**src/rtl/uartlite_ctrl.sv**
```systemverilog
// uartlite_ctrl: UART-lite register block.
// Rx/Tx FIFOs, status/ctrl regs, Tx sequencer, interrupt.
module uartlite_ctrl #(
  parameter int Param_PayloadBits = 8,
  parameter int Param_FifoDepth   = 16
) (
  input  logic                         IO_Clk_I,
  input  logic                         IO_Rst_I,
  input  logic [3:0]                   Bus_Addr_I,
  input  logic                         Bus_Rd_I,
  input  logic                         Bus_Wr_I,
  input  logic [31:0]                  Bus_WData_I,
  output logic [31:0]                  Bus_RData_O,
  input  logic                         Rx_Done_I,
  input  logic [Param_PayloadBits-1:0] Rx_Data_I,
  output logic                         Tx_Start_O,
  output logic [Param_PayloadBits-1:0] Tx_Data_O,
  input  logic                         Tx_Busy_I,
  output logic                         Irq_O
);

  localparam int AW = $clog2(Param_FifoDepth);
  localparam int PB = Param_PayloadBits;
  localparam logic [AW:0] PtrOne = {{AW{1'b0}}, 1'b1};

  localparam logic [1:0] S_IDLE  = 2'd0;
  localparam logic [1:0] S_WBUSY = 2'd1;
  localparam logic [1:0] S_WDONE = 2'd2;

  logic unused_bits;
  assign unused_bits = ^{Bus_Addr_I[1:0], Bus_WData_I};

  logic sel_rx, sel_tx, sel_st, sel_ctl;
  assign sel_rx  = (Bus_Addr_I[3:2] == 2'd0);
  assign sel_tx  = (Bus_Addr_I[3:2] == 2'd1);
  assign sel_st  = (Bus_Addr_I[3:2] == 2'd2);
  assign sel_ctl = (Bus_Addr_I[3:2] == 2'd3);

  logic rd_rx, rd_st, wr_tx, wr_ctl;
  assign rd_rx  = Bus_Rd_I & sel_rx;
  assign rd_st  = Bus_Rd_I & sel_st;
  assign wr_tx  = Bus_Wr_I & sel_tx;
  assign wr_ctl = Bus_Wr_I & sel_ctl;

  logic clr_tx, clr_rx;
  assign clr_tx = wr_ctl & Bus_WData_I[0];
  assign clr_rx = wr_ctl & Bus_WData_I[1];

  logic [PB-1:0] rx_mem_q [Param_FifoDepth];
  logic [PB-1:0] tx_mem_q [Param_FifoDepth];

  logic [AW:0] rx_wp_q, rx_wp_d, rx_rp_q, rx_rp_d;
  logic [AW:0] tx_wp_q, tx_wp_d, tx_rp_q, tx_rp_d;

  logic rx_empty, rx_full, rx_pop, rx_push, rx_ovf;
  logic tx_empty, tx_full, tx_pop, tx_push;
  logic [PB-1:0] rx_head, tx_head;

  assign rx_empty = (rx_wp_q == rx_rp_q);
  assign rx_full  = (rx_wp_q[AW-1:0] == rx_rp_q[AW-1:0])
                  & (rx_wp_q[AW] != rx_rp_q[AW]);
  assign tx_empty = (tx_wp_q == tx_rp_q);
  assign tx_full  = (tx_wp_q[AW-1:0] == tx_rp_q[AW-1:0])
                  & (tx_wp_q[AW] != tx_rp_q[AW]);

  assign rx_head = rx_mem_q[rx_rp_q[AW-1:0]];
  assign tx_head = tx_mem_q[tx_rp_q[AW-1:0]];

  // A pop frees a slot for a push landing on the same edge.
  assign rx_pop  = rd_rx & ~rx_empty;
  assign rx_push = Rx_Done_I & (~rx_full | rx_pop);
  assign rx_ovf  = Rx_Done_I & rx_full & ~rx_pop;
  assign tx_push = wr_tx & (~tx_full | tx_pop);

  logic [1:0]    state_q, state_d;
  logic [1:0]    cnt_q, cnt_d;
  logic          start_q;
  logic [PB-1:0] txd_q, txd_d;
  logic [31:0]   rdata_q, rdata_d;
  logic          ovr_q, ovr_d;
  logic          ien_q, ien_d;
  logic          irq_q, irq_d;

  // FIFO pointer update; a Ctrl reset overrides push/pop.
  always_comb begin
    rx_wp_d = rx_wp_q;
    rx_rp_d = rx_rp_q;
    tx_wp_d = tx_wp_q;
    tx_rp_d = tx_rp_q;
    if (rx_push) rx_wp_d = rx_wp_q + PtrOne;
    if (rx_pop)  rx_rp_d = rx_rp_q + PtrOne;
    if (tx_push) tx_wp_d = tx_wp_q + PtrOne;
    if (tx_pop)  tx_rp_d = tx_rp_q + PtrOne;
    if (clr_rx) begin
      rx_wp_d = '0;
      rx_rp_d = '0;
    end
    if (clr_tx) begin
      tx_wp_d = '0;
      tx_rp_d = '0;
    end
  end

  // Tx sequencer: hand one byte at a time to the engine.
  always_comb begin
    state_d = state_q;
    cnt_d   = cnt_q;
    tx_pop  = 1'b0;
    unique case (state_q)
      S_IDLE: begin
        if (!tx_empty) begin
          tx_pop  = 1'b1;
          state_d = S_WBUSY;
          cnt_d   = 2'd0;
        end
      end
      S_WBUSY: begin
        if (Tx_Busy_I) begin
          state_d = S_WDONE;
        end else if (cnt_q == 2'd3) begin
          state_d = S_IDLE;
        end else begin
          cnt_d = cnt_q + 2'd1;
        end
      end
      S_WDONE: begin
        if (!Tx_Busy_I) begin
          if (!tx_empty) begin
            tx_pop  = 1'b1;
            state_d = S_WBUSY;
            cnt_d   = 2'd0;
          end else begin
            state_d = S_IDLE;
          end
        end
      end
      default: state_d = S_IDLE;
    endcase
  end

  logic [31:0] status;
  assign status = {26'd0, ovr_q, ien_q, tx_full,
                   tx_empty, rx_full, ~rx_empty};

  // Registered read data; holds between reads.
  always_comb begin
    rdata_d = rdata_q;
    if (Bus_Rd_I) begin
      unique case (1'b1)
        sel_rx:  rdata_d = rx_empty ? '0 : 32'(rx_head);
        sel_st:  rdata_d = status;
        default: rdata_d = '0;
      endcase
    end
  end

  logic rx_rise, tx_drain;
  assign rx_rise  = rx_empty & (rx_wp_d != rx_rp_d);
  assign tx_drain = tx_pop & (tx_wp_d == tx_rp_d);

  assign irq_d = ien_q & (rx_rise | tx_drain);
  assign ovr_d = rx_ovf | (ovr_q & ~rd_st);
  assign ien_d = wr_ctl ? Bus_WData_I[4] : ien_q;
  assign txd_d = tx_pop ? tx_head : txd_q;

  // FIFO storage needs no reset; pointers define validity.
  always_ff @(posedge IO_Clk_I) begin
    if (rx_push) rx_mem_q[rx_wp_q[AW-1:0]] <= Rx_Data_I;
    if (tx_push) tx_mem_q[tx_wp_q[AW-1:0]] <= Bus_WData_I[PB-1:0];
  end

  // Control state and registered outputs.
  always_ff @(posedge IO_Clk_I or negedge IO_Rst_I) begin
    if (!IO_Rst_I) begin
      rx_wp_q <= '0;
      rx_rp_q <= '0;
      tx_wp_q <= '0;
      tx_rp_q <= '0;
      state_q <= S_IDLE;
      cnt_q   <= '0;
      start_q <= 1'b0;
      txd_q   <= '0;
      rdata_q <= '0;
      ovr_q   <= 1'b0;
      ien_q   <= 1'b0;
      irq_q   <= 1'b0;
    end else begin
      rx_wp_q <= rx_wp_d;
      rx_rp_q <= rx_rp_d;
      tx_wp_q <= tx_wp_d;
      tx_rp_q <= tx_rp_d;
      state_q <= state_d;
      cnt_q   <= cnt_d;
      start_q <= tx_pop;
      txd_q   <= txd_d;
      rdata_q <= rdata_d;
      ovr_q   <= ovr_d;
      ien_q   <= ien_d;
      irq_q   <= irq_d;
    end
  end

  assign Bus_RData_O = rdata_q;
  assign Tx_Start_O  = start_q;
  assign Tx_Data_O   = txd_q;
  assign Irq_O       = irq_q;

endmodule

```
**config.mk**
```make
export PLATFORM = sky130hd
export DESIGN_NAME = uartlite_ctrl
export DESIGN_NICKNAME = d
export VERILOG_FILES = /design/src/rtl/uartlite_ctrl.sv
export SDC_FILE = /design/constraint.sdc
export NUM_CORES = 1
export LEC_CHECK = 0
export ABC_AREA = 1
export BUFFER_PORTS_ARGS = -buffer_cell sky130_fd_sc_hd__buf_2
export CORE_UTILIZATION = 65
export CTS_CLUSTER_DIAMETER = 40
export DETAILED_ROUTE_END_ITERATION = 8
export GPL_TIMING_DRIVEN = 0
export PLACE_DENSITY = 0.9
export SETUP_SLACK_MARGIN = 0.2
export SKIP_CTS_REPAIR_TIMING = 1
export SYNTH_ARGS = -nofsm -noshare
export SYNTH_HDL_FRONTEND = slang
export SYNTH_SLANG_ARGS = --single-unit
```
**constraint.sdc**
```tcl
create_clock -name IO_Clk_I -period 4.4 [get_ports IO_Clk_I]
set_input_delay 0.66 -clock IO_Clk_I [delete_from_list [all_inputs] [get_ports IO_Clk_I]]
set_output_delay 0.66 -clock IO_Clk_I [all_outputs]
set_load 0.03 [all_outputs]
```
==> flow_summary.html <==
<table>
<tr><th>Metric</th><th>Value</th></tr>
<tr><th colspan="2">Status</th></tr>
<tr><td>Run status</td><td>complete, no violations</td></tr>
<tr><th colspan="2">Global routing</th></tr>
<tr><td>GR Util All Layers</td><td>34.7%</td></tr>
<tr><td>Via count of the first global-routing pass</td><td>9501</td></tr>
<tr><td>Remaining global-route overflow</td><td>0</td></tr>
<tr><td>Maximum number of pins on one net before global-route repair</td><td>between 40 and 50</td></tr>
<tr><td>Antenna violations before repair</td><td>0</td></tr>
<tr><td>First-pass GRT wire length</td><td>52000 µm</td></tr>
<tr><th colspan="2">Synthesis</th></tr>
<tr><td>Gate Count Post-Synth</td><td>1103</td></tr>
<tr><td>Number of enable-type register cells in the synthesized netlist</td><td>~260</td></tr>
<tr><td>Count of state elements after synthesis</td><td>300</td></tr>
<tr><td>Count of unique library cells instantiated by Yosys</td><td>47</td></tr>
<tr><td>Netlist Area Pre-Place</td><td>~13000 µm²</td></tr>
<tr><td>Synthesized area divided by synthesized cell count</td><td>11.7 µm²</td></tr>
<tr><td>Fraction of registers with async set/reset</td><td>around 15%</td></tr>
<tr><td>Top FF cell, synth</td><td>sky130_fd_sc_hd__edfxtp_1</td></tr>
<tr><td>Part of the Yosys area used for sequential elements</td><td>a little under 70%</td></tr>
<tr><td>Number of warning messages in the yosys log</td><td>0</td></tr>
<tr><th colspan="2">Detailed routing</th></tr>
<tr><td>Total vias in the final route</td><td>a little under 10000</td></tr>
<tr><td>Pre-antenna DRT Iters</td><td>7</td></tr>
<tr><td>DRC errors left</td><td>0</td></tr>
<tr><td>Total routed wirelength</td><td>34500 µm</td></tr>
<tr><td>Vias per Instance</td><td>approximately 6.5</td></tr>
<tr><td>DR WL/cell</td><td>23.1 µm</td></tr>
<tr><td>Number of nets with antenna violations after routing</td><td>0</td></tr>
<tr><td>DRC marker count from the first detailed-route iteration</td><td>1424</td></tr>
<tr><th colspan="2">Flow run</th></tr>
<tr><td>Maximum Capacitance Violations</td><td>0</td></tr>
<tr><th colspan="2">STA</th></tr>
<tr><td>Hold Fails Final Rpt</td><td>0</td></tr>
<tr><td>F_max</td><td>0.343 GHz</td></tr>
<tr><td>Number of pins exceeding their max-slew limit in the final report</td><td>0</td></tr>
<tr><td>Max transition margin</td><td>3.97%</td></tr>
<tr><td>Setup repair after global routing missed its margin</td><td>no</td></tr>
<tr><td>Transition at the pin with the smallest max-transition slack</td><td>1.43 ns</td></tr>
<tr><td>Total setup violations reported at the end of the flow</td><td>0</td></tr>
<tr><td>Sum Neg Setup Slack</td><td>0 ns</td></tr>
<tr><td>Final cycle utilization of the critical path</td><td>66.3%</td></tr>
<tr><td>Shortest period the worst path allows</td><td>just under 3 ns</td></tr>
<tr><td>Max Clock Skew</td><td>0.0327 ns</td></tr>
<tr><th colspan="2">Placed design</th></tr>
<tr><td>Number of buffers inserted by port buffering</td><td>39</td></tr>
<tr><td>Total half-perimeter wirelength after legalization and detailed placement</td><td>21200 µm</td></tr>
<tr><td>Post-detailed-placement cell area</td><td>13500 µm²</td></tr>
<tr><td>Dpl cells</td><td>1430</td></tr>
<tr><td>Final weighted congestion in routability-driven placement</td><td>0.920</td></tr>
<tr><th colspan="2">Setup path</th></tr>
<tr><td>Crit-path max FO</td><td>9</td></tr>
<tr><td>Critical setup path kind</td><td>flip-flop to flip-flop</td></tr>
<tr><td>Arrival time of the worst setup path</td><td>around 3.0 ns</td></tr>
<tr><td>Endpoint class of the critical path</td><td>flip-flop</td></tr>
<tr><td>Data required time at the worst endpoint</td><td>4.52 ns</td></tr>
<tr><td>Worst setup SP type</td><td>flip-flop</td></tr>
<tr><th colspan="2">Layout</th></tr>
<tr><td>Total non-filler cell area in the finished layout</td><td>14800 µm²</td></tr>
<tr><td>Count of non-filler cells in the finished layout</td><td>1495</td></tr>
<tr><td>Antenna cell count</td><td>0</td></tr>
<tr><td>Share of final-layout standard cells stronger than drive strength 1</td><td>14.3%</td></tr>
<tr><td>Final core occ</td><td>between 70 and 80%</td></tr>
<tr><td>Layout Nets</td><td>roughly 1300</td></tr>
<tr><td>Synth-to-Final Area Change</td><td>14.5%</td></tr>
<tr><th colspan="2">CTS</th></tr>
<tr><td>Number of CTS-inserted buffers</td><td>36</td></tr>
<tr><td>Worst skew pair latency</td><td>approximately 0.53 ns</td></tr>
<tr><td>Clock tree from TritonCTS</td><td>done</td></tr>
<tr><td>Buffer depth of the longest clock path</td><td>3</td></tr>
<tr><td>Clock root buffer</td><td>sky130_fd_sc_hd__clkbuf_16</td></tr>
<tr><td>Clock transition at path regs</td><td>0.06 ns</td></tr>
<tr><td>CTS sink count</td><td>300</td></tr>
<tr><td>Maximum level of the CTS H-tree</td><td>2</td></tr>
<tr><th colspan="2">Power and ir drop</th></tr>
<tr><td>Total power after layout</td><td>roughly 0.010 W</td></tr>
<tr><td>Fraction of power spent switching nets</td><td>approximately two fifths</td></tr>
<tr><td>Share of total power in sequential cells</td><td>between 30 and 40%</td></tr>
<tr><td>Fraction of power consumed by combinational cells</td><td>a little over a third</td></tr>
<tr><td>Net Sw Power</td><td>0.00406 W</td></tr>
<tr><td>Power density over the cells</td><td>698 nW/µm²</td></tr>
<tr><td>Cell-internal power</td><td>about 0.0063 W</td></tr>
<tr><td>Power share of the clock group</td><td>a little under a third</td></tr>
<tr><td>Lkg Pwr</td><td>5.55 nW</td></tr>
<tr><td>Largest vdd supply drop</td><td>0.000503 V</td></tr>
<tr><th colspan="2">Floorplan</th></tr>
<tr><td>Effective utilization at floorplan</td><td>between 60% and 70%</td></tr>
<tr><td>Height of the chip</td><td>143 µm</td></tr>
<tr><td>Die outline area</td><td>slightly above 20000 µm²</td></tr>
<tr><td>Site row count</td><td>51</td></tr>
<tr><td>Die span in x</td><td>approximately 140 µm</td></tr>
<tr><td>Core Footprint</td><td>19500 µm²</td></tr>
<tr><td>I/O pin count</td><td>92</td></tr>
<tr><th colspan="2">Hold path</th></tr>
<tr><td>Hold/Removal Path Class</td><td>input port to async pin</td></tr>
</table>
-- worst max-delay path, stage by stage, from the launching register on --
cell and delay (ns):
sky130_fd_sc_hd__dfrtp_1 0.53, sky130_fd_sc_hd__inv_2 0.24, sky130_fd_sc_hd__nand2_4 0.07, sky130_fd_sc_hd__nand2_4 0.09
sky130_fd_sc_hd__nor2_8 0.06, sky130_fd_sc_hd__nand4_4 0.12, sky130_fd_sc_hd__nand2_4 0.10, sky130_fd_sc_hd__inv_2 0.12
sky130_fd_sc_hd__nand2_1 0.10, sky130_fd_sc_hd__nor3_1 1.09
-- cell families after synthesis --
| kind of cell | after synthesis | share of synthesized area (%) |
|---|---|---|
| buf+inv | 143 | 5.15 |
| compound gates | 228 | 10.9 |
| fa+ha+maj | 11 | 1.06 |
| xor+xnor | 15 | 1.07 |
| other cells | 1 | 0.0290 |
| flops | 300 | 68.0 |
| simple gates | 405 | 13.8 |
-- final timing paths --
kind / to / slack (ns) / start / depth (start not counted)
max: tx_mem_q[7][1] / 1.48 / tx_rp_q[1] / 9
min: Bus_RData_O[6] / 0.35 / IO_Rst_I / 1
max reg2reg: tx_mem_q[7][1] / 1.48 / tx_rp_q[1] / 9
min reg2reg: Bus_RData_O[0] / 0.50 / Bus_RData_O[0] / 2
max in group asynchronous: rx_wp_q[4] / 3.33 / IO_Rst_I / 1
min in group IO_Clk_I: state_q[1] / 0.40 / Tx_Busy_I / 3
-- registers in the layout (all words and copies together) (netlist names), 5 cells and up --
register     cells
rx_mem_q       128
rx_wp_q          5
rx_rp_q          5
tx_mem_q       128
Tx_Data_O        8
Bus_RData_O      8
tx_wp_q          5
tx_rp_q          5
-- cell usage after synthesis (3+ instances only) --
cell type | number | area, µm²
sky130_fd_sc_hd__edfxtp_1 | 256 | 7690
sky130_fd_sc_hd__nor2_1 | 164 | 616
sky130_fd_sc_hd__nand2_1 | 152 | 571
sky130_fd_sc_hd__o21ai_0 | 117 | 586
sky130_fd_sc_hd__nand3_1 | 56 | 280
sky130_fd_sc_hd__inv_1 | 48 | 180
sky130_fd_sc_hd__dfrtp_1 | 44 | 1100
sky130_fd_sc_hd__clkbuf_1 | 42 | 158
sky130_fd_sc_hd__o221ai_1 | 32 | 280
sky130_fd_sc_hd__buf_4 | 29 | 218
sky130_fd_sc_hd__o22ai_1 | 17 | 106
sky130_fd_sc_hd__a21oi_1 | 16 | 80.1
sky130_fd_sc_hd__inv_2 | 13 | 48.8
sky130_fd_sc_hd__o211ai_1 | 13 | 97.6
sky130_fd_sc_hd__ha_1 | 11 | 138
sky130_fd_sc_hd__a31oi_1 | 10 | 62.6
sky130_fd_sc_hd__a32o_1 | 9 | 90.1
sky130_fd_sc_hd__nand4_1 | 8 | 50.1
sky130_fd_sc_hd__xnor2_1 | 7 | 61.3
sky130_fd_sc_hd__xor2_1 | 7 | 61.3
sky130_fd_sc_hd__nand2_4 | 6 | 67.6
sky130_fd_sc_hd__buf_2 | 5 | 25.0
sky130_fd_sc_hd__nand2_2 | 5 | 31.3
sky130_fd_sc_hd__a21oi_2 | 4 | 35.0
sky130_fd_sc_hd__nor2_4 | 3 | 33.8
sky130_fd_sc_hd__o21ai_1 | 3 | 15.0
-- placed cells by master (no fill, tap or decap), drive strengths merged, types with 2 or more instances in the layout --
master and count:
nor2 168, xnor2 7, o221ai 32, o22ai 17
a21oi 20, nand3b 2, nand4 10, nor3 3
clkinv 11, a31oi 10, ha 11, buf 76
nand2 163, bufinv 4, nand3 58, dfrtp 44
inv 68, clkbuf 85, a32o 9, o21ai 120
xor2 8, clkinvlp 3, o211ai 13, conb 24
edfxtp 256
-- metrics by stage --
step	hold slack [ns]	worst slack, ns
after floorplan	0.364	2.10
after global placement	0.468	1.40
after detailed placement	0.478	1.29
after CTS	0.391	1.58
after global routing	0.420	1.45
final	0.353	1.48
-- layer usage --
layer  track usage (%)  share of wire [%]  up-vias
met5                 0                  0        -
met4              20.9                5.7        0
met3              6.47                 12      188
met2              58.9                 49      927
met1              41.3                 33     4547
li1                  -                  -     4104
-- cell type report --
cell class                      count  area (µm²)
Tap cell                          265         332
Clock inverter                     22         270
Clock buffer                       43         988
Timing Repair Buffer               39         195
Inverter                           64         243
Multi-Input combinational cell    683        3560
Fill cell                        1092        4660
Sequential cell                   300        8790
Buffer                             79         423
-- power groups by stage --
stage	Combinational, W	Sequential [W]	Clock, W
2_1_floorplan	0.00223	0.00369	0
3_3_place_gp	0.00325	0.00359	0
3_5_place_dp	0.00341	0.00360	0
4_1_cts	0.00352	0.00355	0.00308
5_1_grt	0.00386	0.00358	0.00320
6_report	0.00367	0.00356	0.00310
No activity file was read; power rests on OpenSTA's default activity.
